`src/rtl/axis_weights_dma_scheduler_if.sv`:
```
// ---------------------------------------------------------------------------
// axis_weights_dma_scheduler_if
//
// Purpose: bundles the three stream channels of the weight DMA scheduler:
//   - descriptor channel (config path -> scheduler)
//   - DataMover MM2S command channel (scheduler -> DataMover)
//   - DataMover MM2S status channel (DataMover -> scheduler)
//
// Signals:
//   s_desc_tvalid / s_desc_tready   descriptor handshake
//   s_desc_addr   [ADDR_WIDTH]      weight block base byte address
//   s_desc_btt    [BTT_WIDTH]       bytes per rotator buffer fill
//   s_desc_it_1   [BITS_IT]         repeat count minus one
//   s_desc_last                     final descriptor of the run
//   m_cmd_tvalid / m_cmd_tready     command handshake
//   m_cmd_tdata   [72]              DataMover command word
//   s_sts_tvalid / s_sts_tready     status handshake
//   s_sts_tdata   [8]               DataMover status beat
//
// Modports:
//   slave  - the scheduler side
//   master - the environment side (config path + DataMover)
// ---------------------------------------------------------------------------
interface axis_weights_dma_scheduler_if #(
    parameter int ADDR_WIDTH = 32,
    parameter int BTT_WIDTH  = 23,
    parameter int BITS_IT    = 10
);
    logic                  s_desc_tvalid;
    logic                  s_desc_tready;
    logic [ADDR_WIDTH-1:0] s_desc_addr;
    logic [BTT_WIDTH-1:0]  s_desc_btt;
    logic [BITS_IT-1:0]    s_desc_it_1;
    logic                  s_desc_last;

    logic                  m_cmd_tvalid;
    logic                  m_cmd_tready;
    logic [71:0]           m_cmd_tdata;

    logic                  s_sts_tvalid;
    logic                  s_sts_tready;
    logic [7:0]            s_sts_tdata;

    modport slave (
        input  s_desc_tvalid, s_desc_addr, s_desc_btt, s_desc_it_1, s_desc_last,
        output s_desc_tready,
        output m_cmd_tvalid, m_cmd_tdata,
        input  m_cmd_tready,
        input  s_sts_tvalid, s_sts_tdata,
        output s_sts_tready
    );

    modport master (
        output s_desc_tvalid, s_desc_addr, s_desc_btt, s_desc_it_1, s_desc_last,
        input  s_desc_tready,
        input  m_cmd_tvalid, m_cmd_tdata,
        output m_cmd_tready,
        output s_sts_tvalid, s_sts_tdata,
        input  s_sts_tready
    );
endinterface

```
`src/rtl/axis_weights_dma_scheduler.sv`:
```
// ---------------------------------------------------------------------------
// axis_weights_dma_scheduler
//
// Purpose: sequences weight loading into the double-buffered weight rotator.
// Each accepted descriptor is expanded into (it_1 + 1) AXI DataMover MM2S
// commands, all fetching the same weight block. A credit counter limits the
// number of fills in flight to BUFFERS; a credit is returned each time the
// rotator reports that it has finished reading one buffer (rot_last).
//
// Optional feature (macro WSCHED_STATUS_CHECK_EN): DataMover status beats
// are checked for tag order and OKAY/error bits. Without the macro the
// status channel is always ready and its beats are discarded.
//
// Ports:
//   aclk          clock
//   rst           asynchronous active-high reset
//   bus           descriptor / command / status channels (slave modport)
//   rot_last      one-cycle pulse, rotator finished consuming a buffer
//   outstanding   fills issued but not yet consumed
//   busy          a run is active (descriptor accepted, done not yet given)
//   done          one-cycle pulse at the end of a run
//   error         sticky {underflow, tag_err, sts_err}
// ---------------------------------------------------------------------------
module axis_weights_dma_scheduler #(
    parameter int  ADDR_WIDTH = 32,
    parameter int  BTT_WIDTH  = 23,
    parameter int  IT_MAX     = 1024,
    parameter int  BUFFERS    = 2,
    localparam int BITS_IT    = $clog2(IT_MAX),
    localparam int BITS_CR    = $clog2(BUFFERS + 1)
) (
    input  logic                       aclk,
    input  logic                       rst,
    axis_weights_dma_scheduler_if.slave bus,
    input  logic                       rot_last,
    output logic [BITS_CR-1:0]         outstanding,
    output logic                       busy,
    output logic                       done,
    output logic [2:0]                 error
);

    localparam logic [BITS_CR-1:0] CREDITS = BITS_CR'(BUFFERS);

    typedef enum logic [1:0] {
        S_IDLE,
        S_ISSUE,
        S_DRAIN,
        S_DONE
    } state_t;

    state_t                state_q;
    logic                  run_q;
    logic [3:0]            tag_q;
    logic [BITS_IT-1:0]    it_cnt_q;
    logic [BITS_CR-1:0]    out_q;
    logic [BITS_CR-1:0]    out_d;
    logic                  underflow_q;
    logic                  uf_set_d;
    logic                  tag_err;
    logic                  sts_err;

    // Descriptor fields; held for the whole descriptor, no reset needed.
    logic [ADDR_WIDTH-1:0] addr_q;
    logic [BTT_WIDTH-1:0]  btt_q;
    logic [BITS_IT-1:0]    it_1_q;
    logic                  last_q;

    logic                  desc_hs;
    logic                  cmd_valid;
    logic                  cmd_hs;

    assign desc_hs   = (state_q == S_IDLE) && bus.s_desc_tvalid;
    // Valid is gated by the credit count, so outstanding can never pass BUFFERS.
    assign cmd_valid = (state_q == S_ISSUE) && (out_q < CREDITS);
    assign cmd_hs    = cmd_valid && bus.m_cmd_tready;

    // Credit accounting: an issue and a consume in the same cycle cancel.
    // A consume with nothing in flight is an underflow; the count holds at 0.
    always_comb begin
        out_d    = out_q;
        uf_set_d = 1'b0;
        if (cmd_hs && !rot_last) begin
            out_d = out_q + BITS_CR'(1);
        end else if (!cmd_hs && rot_last) begin
            if (out_q == '0) begin
                uf_set_d = 1'b1;
            end else begin
                out_d = out_q - BITS_CR'(1);
            end
        end
    end

    always_ff @(posedge aclk or posedge rst) begin
        if (rst) begin
            state_q     <= S_IDLE;
            run_q       <= 1'b0;
            tag_q       <= '0;
            it_cnt_q    <= '0;
            out_q       <= '0;
            underflow_q <= 1'b0;
        end else begin
            out_q <= out_d;
            if (uf_set_d) begin
                underflow_q <= 1'b1;
            end
            case (state_q)
                S_IDLE: begin
                    if (desc_hs) begin
                        it_cnt_q <= '0;
                        run_q    <= 1'b1;
                        state_q  <= S_ISSUE;
                    end
                end
                S_ISSUE: begin
                    if (cmd_hs) begin
                        tag_q <= tag_q + 4'd1;
                        if (it_cnt_q == it_1_q) begin
                            // Non-last descriptors return to idle with the run
                            // still open so busy stays asserted.
                            state_q <= last_q ? S_DRAIN : S_IDLE;
                        end else begin
                            it_cnt_q <= it_cnt_q + BITS_IT'(1);
                        end
                    end
                end
                S_DRAIN: begin
                    if (out_q == '0) begin
                        state_q <= S_DONE;
                    end
                end
                S_DONE: begin
                    run_q   <= 1'b0;
                    state_q <= S_IDLE;
                end
                default: begin
                    state_q <= S_IDLE;
                end
            endcase
        end
    end

    always_ff @(posedge aclk) begin
        if (desc_hs) begin
            addr_q <= bus.s_desc_addr;
            btt_q  <= bus.s_desc_btt;
            it_1_q <= bus.s_desc_it_1;
            last_q <= bus.s_desc_last;
        end
    end

`ifdef WSCHED_STATUS_CHECK_EN
    logic [3:0] exp_tag_q;
    logic       tag_err_q;
    logic       sts_err_q;

    // Status beats come back in command order, so the expected tag simply
    // counts beats. OKAY requires bit 7 set and the error bits [6:4] clear.
    always_ff @(posedge aclk or posedge rst) begin
        if (rst) begin
            exp_tag_q <= '0;
            tag_err_q <= 1'b0;
            sts_err_q <= 1'b0;
        end else if (bus.s_sts_tvalid) begin
            if (bus.s_sts_tdata[3:0] != exp_tag_q) begin
                tag_err_q <= 1'b1;
            end
            if (!bus.s_sts_tdata[7] || (|bus.s_sts_tdata[6:4])) begin
                sts_err_q <= 1'b1;
            end
            exp_tag_q <= exp_tag_q + 4'd1;
        end
    end

    assign tag_err = tag_err_q;
    assign sts_err = sts_err_q;
`else
    logic sts_unused;

    assign sts_unused = ^{bus.s_sts_tvalid, bus.s_sts_tdata};
    assign tag_err    = 1'b0;
    assign sts_err    = 1'b0;
`endif

    assign bus.s_sts_tready  = 1'b1;
    assign bus.s_desc_tready = (state_q == S_IDLE);
    assign bus.m_cmd_tvalid  = cmd_valid;
    // Command word: BTT, INCR, EOF, address, tag. DRR/DSA/cache fields are 0.
    assign bus.m_cmd_tdata   = {4'b0000, tag_q, 32'(addr_q),
                                1'b0, 1'b1, 6'b000000, 1'b1, 23'(btt_q)};

    assign outstanding = out_q;
    assign busy        = run_q;
    assign done        = (state_q == S_DONE);
    assign error       = {underflow_q, tag_err, sts_err};

endmodule

```
`src/flat_wrapper.sv`:
```
// flat-port wrapper written by rule: the top's interface ports become plain ports
module axis_weights_dma_scheduler_flat 
#(
    parameter int  ADDR_WIDTH = 32,
    parameter int  BTT_WIDTH  = 23,
    parameter int  IT_MAX     = 1024,
    parameter int  BUFFERS    = 2,
    localparam int BITS_IT    = $clog2(IT_MAX),
    localparam int BITS_CR    = $clog2(BUFFERS + 1)
)
  (aclk, rst, rot_last, outstanding, busy, done, error, bus_s_desc_tvalid, bus_s_desc_addr, bus_s_desc_btt, bus_s_desc_it_1, bus_s_desc_last, bus_s_desc_tready, bus_m_cmd_tvalid, bus_m_cmd_tdata, bus_m_cmd_tready, bus_s_sts_tvalid, bus_s_sts_tdata, bus_s_sts_tready);
  axis_weights_dma_scheduler_if #(.ADDR_WIDTH(ADDR_WIDTH), .BTT_WIDTH(BTT_WIDTH), .BITS_IT(10)) bus_i ();
  input  logic aclk;
  input  logic rst;
  input  logic rot_last;
  output logic [BITS_CR-1:0] outstanding;
  output logic busy;
  output logic done;
  output logic [2:0] error;
  input wire logic [$bits(bus_i.s_desc_tvalid)-1:0] bus_s_desc_tvalid;
  input wire logic [$bits(bus_i.s_desc_addr)-1:0] bus_s_desc_addr;
  input wire logic [$bits(bus_i.s_desc_btt)-1:0] bus_s_desc_btt;
  input wire logic [$bits(bus_i.s_desc_it_1)-1:0] bus_s_desc_it_1;
  input wire logic [$bits(bus_i.s_desc_last)-1:0] bus_s_desc_last;
  output wire logic [$bits(bus_i.s_desc_tready)-1:0] bus_s_desc_tready;
  output wire logic [$bits(bus_i.m_cmd_tvalid)-1:0] bus_m_cmd_tvalid;
  output wire logic [$bits(bus_i.m_cmd_tdata)-1:0] bus_m_cmd_tdata;
  input wire logic [$bits(bus_i.m_cmd_tready)-1:0] bus_m_cmd_tready;
  input wire logic [$bits(bus_i.s_sts_tvalid)-1:0] bus_s_sts_tvalid;
  input wire logic [$bits(bus_i.s_sts_tdata)-1:0] bus_s_sts_tdata;
  output wire logic [$bits(bus_i.s_sts_tready)-1:0] bus_s_sts_tready;
  assign bus_i.s_desc_tvalid = bus_s_desc_tvalid;
  assign bus_i.s_desc_addr = bus_s_desc_addr;
  assign bus_i.s_desc_btt = bus_s_desc_btt;
  assign bus_i.s_desc_it_1 = bus_s_desc_it_1;
  assign bus_i.s_desc_last = bus_s_desc_last;
  assign bus_s_desc_tready = bus_i.s_desc_tready;
  assign bus_m_cmd_tvalid = bus_i.m_cmd_tvalid;
  assign bus_m_cmd_tdata = bus_i.m_cmd_tdata;
  assign bus_i.m_cmd_tready = bus_m_cmd_tready;
  assign bus_i.s_sts_tvalid = bus_s_sts_tvalid;
  assign bus_i.s_sts_tdata = bus_s_sts_tdata;
  assign bus_s_sts_tready = bus_i.s_sts_tready;
  axis_weights_dma_scheduler #(.ADDR_WIDTH(ADDR_WIDTH), .BTT_WIDTH(BTT_WIDTH), .IT_MAX(IT_MAX), .BUFFERS(BUFFERS)) u_core (.aclk(aclk), .rst(rst), .bus(bus_i), .rot_last(rot_last), .outstanding(outstanding), .busy(busy), .done(done), .error(error));
endmodule
```
`config.mk`:
```
export PLATFORM = sky130hd
export DESIGN_NAME = axis_weights_dma_scheduler_flat
export DESIGN_NICKNAME = d
export VERILOG_FILES = /design/src/rtl/axis_weights_dma_scheduler_if.sv /design/src/rtl/axis_weights_dma_scheduler.sv /design/src/flat_wrapper.sv
export SDC_FILE = /design/constraint.sdc
export NUM_CORES = 1
export LEC_CHECK = 0
export ABC_AREA = 1
export ABC_CLOCK_PERIOD_IN_PS = 2280
export CORE_ASPECT_RATIO = 1.4
export CORE_MARGIN = 2
export CORE_UTILIZATION = 37
export DETAILED_ROUTE_END_ITERATION = 10
export HOLD_SLACK_MARGIN = 0.12
export PLACE_DENSITY = 0.76
export SLEW_MARGIN = 0
export SYNTH_ARGS = -nofsm -noshare
export SYNTH_HDL_FRONTEND = slang
export SYNTH_SLANG_ARGS = --single-unit
```
`constraint.sdc`:
```
create_clock -name aclk -period 2.28 [get_ports aclk]
set_input_delay 0.228 -clock aclk [delete_from_list [all_inputs] [get_ports aclk]]
set_output_delay 0.228 -clock aclk [all_outputs]
set_load 0.1 [all_outputs]
```
==> results by group <==
Placement
  – I/O Buffers: 136
  – RD Place Congestion: around 0.8
  – Cell Area, Placed: 4750 µm²
  – HPWL after detailed placement: 5220 µm

Die
  – FP Rows: 41
  – Die area: 10200 µm²
  – Chip Width: 85.7 µm
  – DIE HEIGHT: between 100 and 150 µm
  – Core area: between 9000 and 10000 µm²
  – Io pins: about 160
  – Starting Density: between 30% and 40%

GRT
  – Vias in the first global route: ~2400
  – GRT overflow: 0
  – GR Util met2: 24.6%
  – Routing usage on met1: around 15%
  – GRT Max-Usage Layer: met2
  – GR Util All Layers: roughly 15%
  – Antenna violations before repair: 0
  – Largest net degree at the start of global routing: 67
  – Met3 Usage GRT: between 6 and 7%
  – First-pass GRT wire length: 11500 µm

CTS
  – Hold-fix buffers at CTS: 0
  – CTS tree: yes
  – Reg clk slew, reported paths: ~0.060 ns
  – Max clock buf depth: 2
  – H-tree depth: 3
  – CTS Buf Count: 9
  – PostCTS Resize Cnt: 0
  – CTS root buffer: clkbuf_16
  – Clock Latency Late Sink: 0.33 ns
  – Clk sinks: 86
  – Postcts setup bufs: 0

Yosys
  – Post-synth EDFFs: 66
  – Mean area per synthesized cell: 12.2 µm²
  – Post-Syn Instances: 283
  – Cell Area, Synth: 3460 µm²
  – Post-synth top flop: edfxtp_1
  – Post-synth ARST share: approximately a quarter
  – Post-synthesis sequential area ratio: a little under three quarters
  – Yosys reg bits: 86
  – Post-synthesis cell type count: 28
  – YS warnings: 0

Power
  – P per Cell Area: roughly 1300 nW/µm²
  – Maximum VDD drop: approximately 0.7 mV
  – Leakage: approximately 2.2 nW

Routing
  – Vias post-DR: 2423
  – ANT nets after route: 0
  – First-pass iteration count of the detailed router: 10
  – DR iter-0 viols: 177
  – Via density: approximately 4.5
  – Final WL: approximately 7000 µm
  – Wirelength per Cell: 13.0 µm
  – DRC errors left: 5

Critical path
  – Worst Path Class, Setup: flop to flop
  – CP arrival: 2.17 ns
  – Worst Setup Start Kind: flop
  – Crit path max fanout: 11
  – CP Capture Type: flop
  – Worst path required time: roughly 2.6 ns

Final layout
  – Fin area: slightly above 5000 µm²
  – Ant diodes: 0
  – Layout cells sized above 1: a little over a fifth
  – Most frequent cells in the layout: 71 x nand2_1, 70 x clkdlybuf4s50_1, 67 x buf_4
  – Most common cell after layout, fill and taps aside: nand2_1
  – Layout area overhead: 45.9%
  – Final #Nets: 509
  – Final core occ: between 50 and 60%

STA
  – Period minus WS final: around 1.9 ns
  – Slew Viols, Final: 0
  – Final TNS setup: 0 ns
  – Max Fclk: 525 MHz
  – Finish-stage setup viols: 0
  – Hold Fails Final Rpt: 0
  – Clock skew: between 0.003 and 0.004 ns
  – Crit share post-route: between 80% and 90%
  – RSZ-0062 raised after global routing: no

Status
  – Failing checks: design-rule violations
  – Status: complete, but fails checks

Worst hold path
  – Hold WC Path Type: input pin to async pin

Job
  – Max-cap viol count: 0
## flip-flops by register name, summed over array words and instances (netlist names), named ones only
signal and count:
u_core.outstanding 2, u_core.btt_q 23, u_core.it_cnt_q 10, u_core.state_q 1, u_core.addr_q 32, u_core.busy 1
u_core.it_1_q 10, u_core.last_q 1, u_core.underflow_q 1, u_core.tag_q 4
## worst paths after layout
| kind | startpoint | endpoint | slack [ns] | cells after the start |
|---|---|---|---|---|
| max | u_core.it_cnt_q[0]$_DFFE_PP0P_ | u_core.it_cnt_q[5]$_DFFE_PP0P_ | 0.38 | 10 |
| min | rst | u_core.it_cnt_q[3]$_DFFE_PP0P_ | 0.23 | 3 |
| max reg2reg | u_core.it_cnt_q[0]$_DFFE_PP0P_ | u_core.it_cnt_q[5]$_DFFE_PP0P_ | 0.38 | 10 |
| min reg2reg | u_core.underflow_q$_DFFE_PP0P_ | u_core.underflow_q$_DFFE_PP0P_ | 0.46 | 1 |
| max in group asynchronous | rst | u_core.it_cnt_q[5]$_DFFE_PP0P_ | 1.83 | 3 |
| min in group aclk | bus_s_desc_addr[6] | u_core.addr_q[6]$_DFFE_PP_ | 0.44 | 1 |
## per-stage QoR
| stage | hold WS (ns) | total power [mW] | std cells | setup WS [ns] |
|---|---|---|---|---|
| 3_5_place_dp | 0.452 | 5.19 | 521 | 0.401 |
| 3_3_place_gp | 0.445 | 5.14 | 521 | 0.471 |
| 5_1_grt | 0.264 | 6.84 | 537 | 0.206 |
| 4_1_cts | 0.237 | 6.64 | 537 | 0.349 |
| 2_1_floorplan | 0.192 | 4.53 | 297 | 0.0234 |
| 6_report | 0.229 | 6.58 | 537 | 0.375 |
## routing by layer
layer / part of all wire, % / wire (µm)
met1: 34 / 2380
met2: 54 / 3770
met3: 9.4 / 654
met4: 2.7 / 187
met5: 0 / 0
## layout make-up
cell class / instances / area, µm²
clock inverter: 6 / 71.3
timing repair buffer: 139 / 1240
sequential: 86 / 2480
multi-input combinational: 162 / 785
tap: 107 / 134
inverter: 27 / 105
fill: 761 / 4030
clock buffer: 10 / 229
## power by group
part | leakage, nW | internal (mW) | switching [mW] | total, mW
clock network | 0.139 | 0.856 | 0.585 | 1.44
registers | 0.882 | 2.04 | 0.161 | 2.21
logic | 1.14 | 0.605 | 2.32 | 2.93
## logic make-up (layout without fill, tap and decap cells)
family,count (synthesis),in the layout,share of synthesized area [%]
and+or+nand+nor,125,125,15.4
DFF,86,86,71.7
buffers and inverters,49,182,7.48
xor gates and xnor gates,9,9,2.28
AOI/OAI and AO/OA,8,8,1.41
adders and majority gates,4,4,1.45
other,2,16,0.217
## worst max-delay path, stage by stage, from the launching register on
cell     delay, ns
dfrtp_1       0.51
nand2_1       0.08
inv_1         0.07
nor2_1        0.03
nor2_1        0.09
nand3_1       0.14
nor2_1        0.17
nand2_1       0.28
nand2_2       0.29
nand2_1       0.10
nand2_1       0.07
## synth_stat cells, drive strengths merged, types with 2 or more instances
master / count / share of area [%]
nand3: 17 / 2.8
inv: 27 / 2.9
dfrtp: 20 / 14
nand2: 73 / 8.0
xor2: 6 / 1.5
conb: 2 / 0.22
ha: 4 / 1.4
xnor2: 3 / 0.76
a21o: 2 / 0.43
nor2: 28 / 3.3
a21oi: 3 / 0.43
buf: 21 / 4.4
nand4: 4 / 0.72
edfxtp: 66 / 57
No activity file was read; power rests on OpenSTA's default activity.
==> RTL edit (config.mk and constraints unchanged) <==
Register the output `error`, without a reset; this adds one clock of latency there. The other outputs are not delayed to match.
--- a/src/rtl/axis_weights_dma_scheduler.sv
+++ b/src/rtl/axis_weights_dma_scheduler.sv
@@ -192,5 +192,7 @@
     assign busy        = run_q;
     assign done        = (state_q == S_DONE);
-    assign error       = {underflow_q, tag_err, sts_err};
+    always_ff @(posedge aclk) begin
+        error <= {underflow_q, tag_err, sts_err};
+    end
 
 endmodule
Function: changed (a bounded check fails within 4 cycles, from zero or initial values and one cycle with rst high).
==> RTL edit against the unedited design <==
Register-to-register slack better by 0.17 ns; critical path depth is 5 lower; die area grew 2.1%; synthesized area up 2.2%; total power increased by 1.4%; first-iteration DRC count is 19% lower; hold slack gained 0.035 ns; sequential cell count is 1 higher; count of clock-buffer cells in the layout fell by 1; cell area grew 2.1%; wire length grew 5.5%; largest cell class unchanged; worst setup slack better by 0.048 ns.
==> RTL edit: results (changes against the unedited design) <==
metric,value,unit,change
status,finished clean,,
DR vias/cell,4.52,,+0.26%
first-pass GRT wire length,11.9,mm,+3.8%
Detailed Place HPWL,5.69,mm,+9.0%
Layout fillers,789,,+3.7%
placed insts,526,,+0.96%
Internal,3540,uW,+0.97%
WL/cell,13.6,um,+4.5%
1st-iter DRT viols,143,,-19%
P_leak,0.00218,uW,+0.81%
met1 Track Usage GR,14.8,%,-0.64 points
Hold Slack,0.264,ns,+0.0354 ns
Synth area leaders,"edfxtp_1, dfrtp_1, nand2_1, buf_4, nor2_1",,
vias in the first global route,2654,,+9.3%
FF-to-FF path depth,9,,-1
metal3 WL,608,um,-7.0%
largest net degree at the start of global routing,30,,-55%
layout cells sized above 1,24.5,%,+2.7 points
fraction of registers with async set/reset,23.0,%,-0.27 points
Peak supply drop,0.681,mV,-4.5%
grt met3 use,5.71,%,-0.51 points
# nets final,511,,+0.39%
DP Worst Slack,0.579,ns,+0.178 ns
M2 GR Usage,26.0,%,+1.4 points
"Seq/Total Area, Yosys",70.7,%,-0.98 points
routed wl met2,3.94,mm,+4.5%
vias after detailed routing,2452,,+1.2%
## RTL edit: cells by family after synthesis
group | count (synthesis) | synth area share [%]
AOI/OAI and AO/OA | 8 | 1.45
xor gates and xnor gates | 11 | 2.72
adders and majority gates | 4 | 1.41
buffers and inverters | 49 | 7.29
DFF | 87 | 70.7
other | 2 | 0.212
and+or+nand+nor | 123 | 16.2
## RTL edit: final cells by class
type | count | area (um2) | area share [%]
multi-input combinational | 162 | 842 | 16.3
clock inverter | 7 | 80.1 | 1.55
inverter | 28 | 111 | 2.16
tap | 110 | 138 | 2.67
clock buffer | 9 | 225 | 4.37
sequential | 87 | 2500 | 48.6
timing repair buffer | 139 | 1260 | 24.4
## RTL edit: worst max path at each step
stage                            from                     to  slack (ns)  depth (start not counted)
detailed placement  u_core.state_q[0]  u_core.outstanding[0]        0.58                          9
global placement    bus_s_desc_tvalid        u_core.btt_q[0]        0.59                          4
floorplan                        flop       u_core.addr_q[0]       0.001                          3
global route        u_core.state_q[0]       bus_m_cmd_tvalid        0.31                          5
finish              u_core.state_q[0]       bus_m_cmd_tvalid        0.42                          5
CTS                 u_core.state_q[0]       bus_m_cmd_tvalid        0.41                          5
## RTL edit: critical path, cell delays in order (launching register included)
cell	delay [ns]
dfrtp_1	0.57
inv_4	0.07
nor2_4	0.17
inv_2	0.14
nor2_2	0.15
buf_12	0.19
## RTL edit: power groups by stage
stage | Clock [uW] | Combinational (uW) | Sequential (uW)
after floorplan | 0 | 850 | 3700
after global placement | 0 | 2940 | 2250
after detailed placement | 0 | 2980 | 2260
after CTS | 1510 | 2980 | 2230
after global routing | 1570 | 3080 | 2260
final | 1480 | 2960 | 2230
